### src/rtl/dma_bus_master_if.sv
// System-bus signals between the DMA bus master and the arbiter/slave side.
// Names are from the master's point of view (*_out driven by master, *_in by slave).
interface dma_bus_master_if;
  logic        request_transaction;
  logic        transaction_granted;
  logic        begin_transaction_out;
  logic [31:0] address_data_out;
  logic [3:0]  byte_enables_out;
  logic [7:0]  burst_size_out;
  logic        read_n_write_out;
  logic        end_transaction_out;
  logic        data_valid_out;
  logic [31:0] address_data_in;
  logic        end_transaction_in;
  logic        data_valid_in;
  logic        busy_in;
  logic        error_in;

  modport master (
    output request_transaction, begin_transaction_out, address_data_out,
           byte_enables_out, burst_size_out, read_n_write_out,
           end_transaction_out, data_valid_out,
    input  transaction_granted, address_data_in, end_transaction_in,
           data_valid_in, busy_in, error_in
  );

  modport slave (
    input  request_transaction, begin_transaction_out, address_data_out,
           byte_enables_out, burst_size_out, read_n_write_out,
           end_transaction_out, data_valid_out,
    output transaction_granted, address_data_in, end_transaction_in,
           data_valid_in, busy_in, error_in
  );
endinterface

### src/rtl/dma_bus_master.sv
// Burst DMA between the system bus and SSRAM port B; optional byte swap via DMA_ENDIAN_SWAP_EN.
// One word per cycle in the data phase; write bursts stall on busy_in without loss, reads follow data_valid_in.
module dma_bus_master #(
  parameter int MEM_ADDR_WIDTH = 9,
  parameter int BLOCK_WIDTH    = 10,
  parameter int BURST_WIDTH    = 8
) (
  input  logic                      clock,
  input  logic                      reset,
  input  logic [31:0]               bus_start_address,
  input  logic [MEM_ADDR_WIDTH-1:0] mem_start_address,
  input  logic [BLOCK_WIDTH-1:0]    block_size,
  input  logic [BURST_WIDTH-1:0]    burst_size,
  input  logic                      start_read,
  input  logic                      start_write,
  output logic                      dma_busy,
  output logic                      dma_error,
  output logic [MEM_ADDR_WIDTH-1:0] mem_address,
  output logic                      mem_write_enable,
  output logic [31:0]               mem_write_data,
  input  logic [31:0]               mem_read_data,
  dma_bus_master_if.master          bus
);

  localparam int CNT_WIDTH = ((BLOCK_WIDTH > BURST_WIDTH) ? BLOCK_WIDTH : BURST_WIDTH) + 1;

  typedef enum logic [2:0] {
    ST_IDLE,
    ST_REQUEST,
    ST_BEGIN,
    ST_READ_DATA,
    ST_WRITE_DATA,
    ST_WRITE_END,
    ST_NEXT,
    ST_DONE
  } state_t;

  state_t                    state;
  logic                      is_read;
  logic                      aborting;
  logic [31:0]               bus_addr;
  logic [MEM_ADDR_WIDTH-1:0] mem_ptr;
  logic [BLOCK_WIDTH-1:0]    remaining;
  logic [BURST_WIDTH-1:0]    burst_len_q;
  logic [CNT_WIDTH-1:0]      cur_burst;
  logic [CNT_WIDTH-1:0]      beats_left;

  logic [CNT_WIDTH-1:0]      burst_full;
  logic [CNT_WIDTH-1:0]      rem_ext;
  logic [CNT_WIDTH-1:0]      burst_words;
  logic [BLOCK_WIDTH-1:0]    rem_after;
  logic                      close_write;

  function automatic logic [31:0] swap_bytes(input logic [31:0] w);
`ifdef DMA_ENDIAN_SWAP_EN
    return {w[7:0], w[15:8], w[23:16], w[31:24]};
`else
    return w;
`endif
  endfunction

  // Last burst of a block is trimmed to whatever is left.
  always_comb begin
    burst_full  = CNT_WIDTH'(burst_len_q) + CNT_WIDTH'(1);
    rem_ext     = CNT_WIDTH'(remaining);
    burst_words = (burst_full < rem_ext) ? burst_full : rem_ext;
  end

  assign rem_after   = remaining - BLOCK_WIDTH'(cur_burst);
  assign close_write = (state == ST_WRITE_DATA) || ((state == ST_BEGIN) && !is_read);

  assign mem_write_enable = (state == ST_READ_DATA) && bus.data_valid_in && !bus.error_in;
  assign mem_write_data   = mem_write_enable ? swap_bytes(bus.address_data_in) : 32'd0;

  // SSRAM has one cycle of read latency: prefetch the next word unless the slave stalls,
  // in which case the current word is simply read again.
  assign mem_address = ((state == ST_WRITE_DATA) && !bus.busy_in)
                       ? mem_ptr + MEM_ADDR_WIDTH'(1) : mem_ptr;

  assign bus.address_data_out = (state == ST_BEGIN)  ? bus_addr :
                                bus.data_valid_out   ? swap_bytes(mem_read_data) : 32'd0;

  always_ff @(posedge clock or posedge reset) begin
    if (reset) begin
      state                     <= ST_IDLE;
      is_read                   <= 1'b0;
      aborting                  <= 1'b0;
      bus_addr                  <= 32'd0;
      mem_ptr                   <= '0;
      remaining                 <= '0;
      burst_len_q               <= '0;
      cur_burst                 <= '0;
      beats_left                <= '0;
      dma_busy                  <= 1'b0;
      dma_error                 <= 1'b0;
      bus.request_transaction   <= 1'b0;
      bus.begin_transaction_out <= 1'b0;
      bus.byte_enables_out      <= 4'h0;
      bus.burst_size_out        <= 8'd0;
      bus.read_n_write_out      <= 1'b0;
      bus.end_transaction_out   <= 1'b0;
      bus.data_valid_out        <= 1'b0;
    end else begin
      bus.begin_transaction_out <= 1'b0;
      bus.byte_enables_out      <= 4'h0;
      bus.end_transaction_out   <= 1'b0;

      if ((state != ST_IDLE) && bus.error_in) begin
        dma_error               <= 1'b1;
        bus.request_transaction <= 1'b0;
        bus.data_valid_out      <= 1'b0;
        bus.burst_size_out      <= 8'd0;
        bus.read_n_write_out    <= 1'b0;
        // An open write burst still needs its end marker before the bus is released.
        if (close_write) begin
          bus.end_transaction_out <= 1'b1;
          aborting                <= 1'b1;
          state                   <= ST_WRITE_END;
        end else begin
          dma_busy <= 1'b0;
          state    <= ST_IDLE;
        end
      end else begin
        case (state)
          ST_IDLE: begin
            if (start_read || start_write) begin
              is_read     <= start_read;
              aborting    <= 1'b0;
              bus_addr    <= bus_start_address;
              mem_ptr     <= mem_start_address;
              remaining   <= block_size;
              burst_len_q <= burst_size;
              dma_error   <= 1'b0;
              dma_busy    <= 1'b1;
              if (block_size == '0) begin
                state <= ST_DONE;
              end else begin
                bus.request_transaction <= 1'b1;
                state                   <= ST_REQUEST;
              end
            end
          end

          ST_REQUEST: begin
            if (bus.transaction_granted) begin
              bus.request_transaction   <= 1'b0;
              bus.begin_transaction_out <= 1'b1;
              bus.byte_enables_out      <= 4'hF;
              bus.burst_size_out        <= 8'(burst_words - CNT_WIDTH'(1));
              bus.read_n_write_out      <= is_read;
              cur_burst                 <= burst_words;
              state                     <= ST_BEGIN;
            end
          end

          ST_BEGIN: begin
            if (is_read) begin
              state <= ST_READ_DATA;
            end else begin
              bus.data_valid_out <= 1'b1;
              beats_left         <= cur_burst;
              state              <= ST_WRITE_DATA;
            end
          end

          ST_READ_DATA: begin
            if (bus.data_valid_in) begin
              mem_ptr <= mem_ptr + MEM_ADDR_WIDTH'(1);
            end
            if (bus.end_transaction_in) begin
              state <= ST_NEXT;
            end
          end

          ST_WRITE_DATA: begin
            if (!bus.busy_in) begin
              mem_ptr <= mem_ptr + MEM_ADDR_WIDTH'(1);
              if (beats_left == CNT_WIDTH'(1)) begin
                bus.data_valid_out      <= 1'b0;
                bus.end_transaction_out <= 1'b1;
                state                   <= ST_WRITE_END;
              end else begin
                beats_left <= beats_left - CNT_WIDTH'(1);
              end
            end
          end

          ST_WRITE_END: begin
            if (aborting) begin
              dma_busy <= 1'b0;
              state    <= ST_IDLE;
            end else begin
              state <= ST_NEXT;
            end
          end

          ST_NEXT: begin
            remaining            <= rem_after;
            bus_addr             <= bus_addr + (32'(cur_burst) << 2);
            bus.burst_size_out   <= 8'd0;
            bus.read_n_write_out <= 1'b0;
            if (rem_after != '0) begin
              bus.request_transaction <= 1'b1;
              state                   <= ST_REQUEST;
            end else begin
              state <= ST_DONE;
            end
          end

          ST_DONE: begin
            dma_busy <= 1'b0;
            state    <= ST_IDLE;
          end

          default: state <= ST_IDLE;
        endcase
      end
    end
  end

endmodule
### src/flat_wrapper.sv
// flat-port wrapper written by rule: the top's interface ports become plain ports
module dma_bus_master_flat 
#(
  parameter int MEM_ADDR_WIDTH = 9,
  parameter int BLOCK_WIDTH    = 10,
  parameter int BURST_WIDTH    = 8
)
  (clock, reset, bus_start_address, mem_start_address, block_size, burst_size, start_read, start_write, dma_busy, dma_error, mem_address, mem_write_enable, mem_write_data, mem_read_data, bus_request_transaction, bus_begin_transaction_out, bus_address_data_out, bus_byte_enables_out, bus_burst_size_out, bus_read_n_write_out, bus_end_transaction_out, bus_data_valid_out, bus_transaction_granted, bus_address_data_in, bus_end_transaction_in, bus_data_valid_in, bus_busy_in, bus_error_in);
  dma_bus_master_if bus_i ();
  input  logic clock;
  input  logic reset;
  input  logic [31:0] bus_start_address;
  input  logic [MEM_ADDR_WIDTH-1:0] mem_start_address;
  input  logic [BLOCK_WIDTH-1:0] block_size;
  input  logic [BURST_WIDTH-1:0] burst_size;
  input  logic start_read;
  input  logic start_write;
  output logic dma_busy;
  output logic dma_error;
  output logic [MEM_ADDR_WIDTH-1:0] mem_address;
  output logic mem_write_enable;
  output logic [31:0] mem_write_data;
  input  logic [31:0] mem_read_data;
  output wire logic [$bits(bus_i.request_transaction)-1:0] bus_request_transaction;
  output wire logic [$bits(bus_i.begin_transaction_out)-1:0] bus_begin_transaction_out;
  output wire logic [$bits(bus_i.address_data_out)-1:0] bus_address_data_out;
  output wire logic [$bits(bus_i.byte_enables_out)-1:0] bus_byte_enables_out;
  output wire logic [$bits(bus_i.burst_size_out)-1:0] bus_burst_size_out;
  output wire logic [$bits(bus_i.read_n_write_out)-1:0] bus_read_n_write_out;
  output wire logic [$bits(bus_i.end_transaction_out)-1:0] bus_end_transaction_out;
  output wire logic [$bits(bus_i.data_valid_out)-1:0] bus_data_valid_out;
  input wire logic [$bits(bus_i.transaction_granted)-1:0] bus_transaction_granted;
  input wire logic [$bits(bus_i.address_data_in)-1:0] bus_address_data_in;
  input wire logic [$bits(bus_i.end_transaction_in)-1:0] bus_end_transaction_in;
  input wire logic [$bits(bus_i.data_valid_in)-1:0] bus_data_valid_in;
  input wire logic [$bits(bus_i.busy_in)-1:0] bus_busy_in;
  input wire logic [$bits(bus_i.error_in)-1:0] bus_error_in;
  assign bus_request_transaction = bus_i.request_transaction;
  assign bus_begin_transaction_out = bus_i.begin_transaction_out;
  assign bus_address_data_out = bus_i.address_data_out;
  assign bus_byte_enables_out = bus_i.byte_enables_out;
  assign bus_burst_size_out = bus_i.burst_size_out;
  assign bus_read_n_write_out = bus_i.read_n_write_out;
  assign bus_end_transaction_out = bus_i.end_transaction_out;
  assign bus_data_valid_out = bus_i.data_valid_out;
  assign bus_i.transaction_granted = bus_transaction_granted;
  assign bus_i.address_data_in = bus_address_data_in;
  assign bus_i.end_transaction_in = bus_end_transaction_in;
  assign bus_i.data_valid_in = bus_data_valid_in;
  assign bus_i.busy_in = bus_busy_in;
  assign bus_i.error_in = bus_error_in;
  dma_bus_master #(.MEM_ADDR_WIDTH(MEM_ADDR_WIDTH), .BLOCK_WIDTH(BLOCK_WIDTH), .BURST_WIDTH(BURST_WIDTH)) u_core (.clock(clock), .reset(reset), .bus_start_address(bus_start_address), .mem_start_address(mem_start_address), .block_size(block_size), .burst_size(burst_size), .start_read(start_read), .start_write(start_write), .dma_busy(dma_busy), .dma_error(dma_error), .mem_address(mem_address), .mem_write_enable(mem_write_enable), .mem_write_data(mem_write_data), .mem_read_data(mem_read_data), .bus(bus_i));
endmodule
### config.mk
export PLATFORM = sky130hd
export DESIGN_NAME = dma_bus_master_flat
export DESIGN_NICKNAME = d
export VERILOG_FILES = /design/src/rtl/dma_bus_master_if.sv /design/src/rtl/dma_bus_master.sv /design/src/flat_wrapper.sv
export SDC_FILE = /design/constraint.sdc
export NUM_CORES = 1
export LEC_CHECK = 0
export ABC_AREA = 1
export CORE_MARGIN = 2
export CORE_UTILIZATION = 49
export DETAILED_ROUTE_END_ITERATION = 10
export GPL_TIMING_DRIVEN = 0
export PLACE_DENSITY = 0.94
export SKIP_CTS_REPAIR_TIMING = 1
export SLEW_MARGIN = 20
export SYNTH_ARGS = -nofsm -noshare
export SYNTH_HDL_FRONTEND = slang
export SYNTH_SLANG_ARGS = --single-unit
### constraint.sdc
create_clock -name clock -period 4.5 [get_ports clock]
set_input_delay 0.9 -clock clock [delete_from_list [all_inputs] [get_ports clock]]
set_output_delay 0.9 -clock clock [all_outputs]
set_load 0.01 [all_outputs]
# Word level (Yosys, flattened, before mapping)
# Cells that the tools add are included.
dict set report totals {
  elab_cells 152
  output_inout_bits 93
  ff_bits 105
  input_bits 132
}
dict set report classes {
  bitwise 1
  order_cmp 1
  reduce_logical 35
  n_mux 67
  eq_ne 24
  add_sub_neg 6
}
# op count
set ops {}
lappend ops {{$mux W32} 4}
lappend ops {{$pmux W32 S2} 1}
lappend ops {{$mux W9} 4}
lappend ops {{$mux W11} 3}
lappend ops {{$mux W3} 11}
lappend ops {{$add A32 B13 Y32} 1}
lappend ops {{$mux W1} 28}
lappend ops {{$pmux W9 S3} 1}
lappend ops {{$pmux W3 S8} 1}
lappend ops {{$pmux W11 S2} 1}
lappend ops {{$mux W10} 2}
lappend ops {{$pmux W10 S2} 1}
lappend ops {{$reduce_and A5 Y1} 4}
lappend ops {{$mux W8} 2}
lappend ops {{$pmux W8 S2} 1}
lappend ops {{$eq A3 B3 Y1 const B} 4}
lappend ops {{$mux W4} 3}
lappend ops {{$ne A3 B3 Y1 const B} 4}
lappend ops {{$reduce_and A3 Y1} 4}
lappend ops {{$reduce_bool A3 Y1} 4}
lappend ops {{$eq A11 B1 Y1 const B} 1}
lappend ops {{$lt A11 B10 Y1} 1}
lappend ops {{$sub A11 B1 Y11 const B} 1}
lappend ops {{$logic_not A10 Y1} 1}
lappend ops {{other kinds (22)} 46}

# Logic depth before layout (Yosys ltp)
dict set report logic_depth {
  word_depth 7
  ltp_mapped 22
  depth_no_buf 21
}

# Least setup slack after synthesis
# No wires, ideal clock.
dict set report synth_timing {
  path_kind {reg2reg}
  start {reg u_core.burst_len_q[0]}
  end {reg u_core.bus.burst_size_out[1] (netlist bit)}
  stages_incl_launch_ff 14
  path_slack_ps 1671
  arrival_time_ps 2719
  t_required_ps 4390
  cell_sequence {dfrtp_1 ha_1 nand4_1 nor2_1 ha_1 a21oi_1 or2_1 clkbuf_1 nand3_2 buf_4 o21ai_2 inv_1 ha_1 o41ai_1}
}
dict set report synth_via {
  elab_chain_cells 7
}
# item line
set synth_lines {}
lappend synth_lines {{start, declared} dma_bus_master.sv:44} ;# logic [BURST_WIDTH-1:0] burst_len_q;
lappend synth_lines {{start signal, assigned} dma_bus_master.sv:132} ;# burst_len_q <= burst_size;
lappend synth_lines {{$add A8 B1 Y9 (*)} dma_bus_master.sv:64} ;# burst_full = CNT_WIDTH'(burst_len_q) + CNT_WIDTH'(1);
lappend synth_lines {{$lt A11 B10 Y1} dma_bus_master.sv:66} ;# burst_words = (burst_full < rem_ext) ? burst_full : rem_ext;
lappend synth_lines {{$mux W10 (*)} dma_bus_master.sv:66}
lappend synth_lines {{$sub A8 B1 Y8 (*)} dma_bus_master.sv:149} ;# bus.burst_size_out <= 8'(burst_words - CNT_WIDTH'(1));
lappend synth_lines {{$mux W8 (*)} dma_bus_master.sv:145} ;# if (bus.transaction_granted) begin
lappend synth_lines {{$pmux W8 S2 (*)} dma_bus_master.sv:124} ;# case (state)
lappend synth_lines {{$mux W8 (*)} dma_bus_master.sv:108} ;# if ((state != ST_IDLE) && bus.error_in) begin
lappend synth_lines {{end signal, assigned} dma_bus_master.sv:149}
lappend synth_lines {{end, declared} dma_bus_master_if.sv:21} ;# byte_enables_out, burst_size_out, read_n_write_out,
# Every way passes the cells marked *; elsewhere a longest branch is shown, timed or not. The select of a mux whose other input is x is not followed.
# A chain may end at the register's enable or synchronous reset.

# Worst setup path after layout
dict set report layout_timing {
  start {in bus_error_in}
  end {out mem_write_data[3]}
}
dict set report layout_via {
  elab_chain_cells 3
}
# item line
set layout_lines {}
lappend layout_lines {{start, declared} flat_wrapper.sv:37} ;# input wire logic [$bits(bus_i.error_in)-1:0] bus_error_in;
lappend layout_lines {{$logic_not A1 Y1} dma_bus_master.sv:72} ;# assign mem_write_enable = (state == ST_READ_DATA) && bus.data_valid_in && !bus.error_in;
lappend layout_lines {{$logic_and A1 B1 Y1} dma_bus_master.sv:72}
lappend layout_lines {{$mux W32} dma_bus_master.sv:73} ;# assign mem_write_data = mem_write_enable ? swap_bytes(bus.address_data_in) : 32'd0;
lappend layout_lines {{end, declared} flat_wrapper.sv:22} ;# output logic [31:0] mem_write_data;
# Every way passes these cells.

==> summary.txt <==
Status
  • Run status: finished clean

Finish
  • Fin area: 10730 µm²
  • Util after Layout: 68.26%
  • Most frequent cells in the layout: 270 x nand2_1, 224 x clkdlybuf4s50_1, 176 x inv_1
  • Share of cells above drive strength 1: 5.241%
  • Reg area: 2502 µm²
  • Filler instances: 1308
  • Final #Nets: 1573
  • Area delta synth->final: 37.22%
  • Leading cell type in the layout, fill and taps excluded: nand2_1
  • Area occupied by multi-input gates: 4380 µm²
  • Ant. Diodes: 0

Pwr
  • Worst IR Drop VDD: 376.3 µV
  • Power per cell area: 663.1 nW/µm²
  • Lkg Pwr: 5.105 nW

Place
  • DP Area: 10360 µm²
  • Final Wtd Congestion: 1.019
  • Final HPWL DP: 20500 µm
  • PortBufs: 224

Hold path
  • Worst Hold Class: register to register
  • Worst Hold Launch: u_core.bus.burst_size_out[4]

Die
  • Die Footprint: 16980 µm²
  • I/O pins: 225
  • Placeable Area: 15710 µm²
  • Starting Density: 49.75%
  • FP Rows: 46
  • Die Span Y: 130.3 µm
  • Die width: 130.3 µm

Clocking
  • Sink Count: 100
  • TritonCTS clock tree: built
  • Cts bufs inserted: 9
  • Worst-path clk slew: 0.07 ns
  • Clk root buf: clkbuf_16
  • CTS max path bufs: 2
  • H-tree Lvls: 3
  • Clk Latency, worst-skew pair: 0.37 ns

Global routing
  • Total congestion overflow: 0
  • Largest net degree at the start of global routing: 73
  • Initial antenna violation count: 0
  • Total track usage: 31.48%
  • First-pass GRT wire length: 41710 µm
  • Vias in the first global route: 8493

Logic synthesis
  • Ys flop type: dfrtp_1
  • Post-Syn Instances: 1171
  • Simple-gate share of the synthesized area: 30.33%
  • Proportion of synthesized area in mux cells: 0%
  • Post-synthesis average cell area: 6.675 µm²
  • Post-Synth Adder-Cell Area: 5.635%
  • XOR/XNOR share of the synthesized area: 2.801%
  • Top-area cell type share of the netlist area: 32.02%
  • Post-synth cell types: 52
  • Yosys warns: 0
  • Post-synth EDFFs: 0
  • Main combinational cell family by area after synthesis: simple AND/OR/NAND/NOR gates
  • Mapped cell area: 7816 µm²
  • Synthesized Nets: 1337
  • Synth async-reset ratio: 100.0%
  • Sequential-to-total area share from yosys stat: 32.02%
  • Post-synthesis compound-gate area fraction: 17.27%
  • Leading post-synthesis cells by cell area: dfrtp_1 32%, nand2_1 13%, inv_1 8.5%
  • Synth area leader: dfrtp_1
  • Yosys reg bits: 100

Critical path
  • Critical Path AT: 3.11 ns
  • Critical setup path kind: input port to output port
  • Worst r2r src: u_core.burst_len_q[0]
  • CP max FO: 10
  • CP startpoint kind: input port
  • Required time worst endpoint: 3.60 ns
  • Setup crit end kind: output port
  • Crit. Startpoint: bus_error_in

Timing
  • Final setup violation count: 0
  • Slew Viols, Final: 0
  • Peak Freq: 249.3 MHz
  • Fin. Hold Viols: 0
  • Max-slew headroom: 53.38%
  • Post-Route Skew: 0.01377 ns
  • Fin crit period: 4.011 ns
  • Tcrit/Tclk final: 89.13%
  • Slew @ Worst Pin: 0.6947 ns
  • RSZ-0062 raised after global routing: no

Drt
  • First drt pass iteration count: 6
  • Vias: 9056
  • Final ANT Viol Nets: 0
  • DRC viols: 0
  • Initial drt markers: 1022
  • WL/cell: 16.45 µm
  • Via density: 5.563
  • Routed WL: 26770 µm

Job
  • MaxCap Viol Count: 0
==> through the flow <==
stage | setup WS [ns] | setup TNS [ns] | hold slack, ns | power (W) | std cells
6_report | 0.4894 | 0 | 0.4821 | 0.007112 | 1628
5_1_grt | 0.3885 | 0 | 0.5195 | 0.007711 | 1628
4_1_cts | 0.5112 | 0 | 0.4856 | 0.007025 | 1628
3_5_place_dp | 0.5310 | 0 | 0.4689 | 0.006017 | 1612
3_3_place_gp | -0.5460 | -53.84 | 0.4645 | 0.005858 | 1611
2_1_floorplan | 0.9812 | 0 | 0.4503 | 0.004561 | 1171
==> critical path, cell delays in order <==
cell and delay, ns:
clkdlybuf4s50_1 0.49, inv_1 0.29, nand3_1 0.36, clkbuf_1 0.33, nor2_1 0.18, clkdlybuf4s50_1 0.55
==> path summary, 6_finish.rpt <==
path	depth (start not counted)	slack, ns	to
worst max-delay path	6	0.49	mem_write_data[3]
worst min-delay path	2	0.48	u_core.bus.burst_size_out[4]
worst max register to register	17	1.21	u_core.bus.burst_size_out[4]
worst min register to register	2	0.48	u_core.bus.burst_size_out[4]
max in group asynchronous	3	2.98	u_core.bus_addr[30]
min in group asynchronous	2	0.87	u_core.bus.end_transaction_out
==> kinds of logic (layout without fill, tap and decap cells) <==
logic type | count (synthesis) | in the layout
buf+inv | 233 | 474
fa+ha+maj | 34 | 34
flops | 100 | 100
xor+xnor | 25 | 25
compound gates | 238 | 238
simple gates | 541 | 541
==> state kept, by name, summed over array words and instances (netlist names) <==
name / count
u_core.bus.read_n_write_out: 1
u_core.bus.end_transaction_out: 1
u_core.bus.byte_enables_out: 1
u_core.dma_busy: 1
u_core.dma_error: 1
u_core.is_read: 1
u_core.bus_addr: 32
u_core.bus.request_transaction: 1
u_core.cur_burst: 10
u_core.bus.burst_size_out: 8
u_core.remaining: 10
u_core.beats_left: 11
u_core.burst_len_q: 8
u_core.state: 3
u_core.aborting: 1
u_core.mem_ptr: 9
u_core.bus.data_valid_out: 1
==> synthesized netlist by cell type, types with 3 or more instances <==
| cell | instances |
|---|---|
| o21ai_1 | 19 |
| inv_1 | 177 |
| nor3_1 | 12 |
| nor2_4 | 3 |
| xnor2_1 | 4 |
| nand4_1 | 22 |
| o21ai_0 | 120 |
| clkbuf_1 | 24 |
| o21bai_1 | 3 |
| nor4_1 | 5 |
| o31ai_1 | 3 |
| o21a_1 | 7 |
| nand2_1 | 270 |
| a21oi_1 | 35 |
| xor2_1 | 21 |
| dfrtp_1 | 100 |
| a31oi_1 | 7 |
| nor2_1 | 107 |
| o22ai_1 | 13 |
| nor2_2 | 6 |
| o211ai_1 | 21 |
| ha_1 | 32 |
| buf_2 | 11 |
| buf_4 | 7 |
| inv_2 | 9 |
| nand3_1 | 99 |
==> metal layers <==
metal  routed length (µm)  vias to the layer above  global-route usage, %
met5                    0                        -                      0
met1                10590                     4174                  39.76
met2                12790                      518                  53.13
li1                     -                     4291                      -
met4                  855                        0                  13.60
met3                 2540                       73                  5.617
==> area by class of cell <==
type	instances	share of cell area (%)
Clock buffer	9	2.100
Clock inverter	7	1.295
Multi-Input combinational cell	838	40.84
Sequential cell	100	23.33
Buffer	46	2.135
Timing Repair Buffer	225	21.16
Inverter	187	6.615
Tap cell	216	2.520
==> report_power, final <==
| part | leakage (nW) | total [W] | internal (W) | switching (W) |
|---|---|---|---|---|
| clock network | 0.179 | 0.000973 | 0.000599 | 0.000374 |
| logic | 3.68 | 0.00441 | 0.00170 | 0.00271 |
| registers | 1.25 | 0.00172 | 0.00131 | 0.000414 |
(Power assumes the default switching activity.)
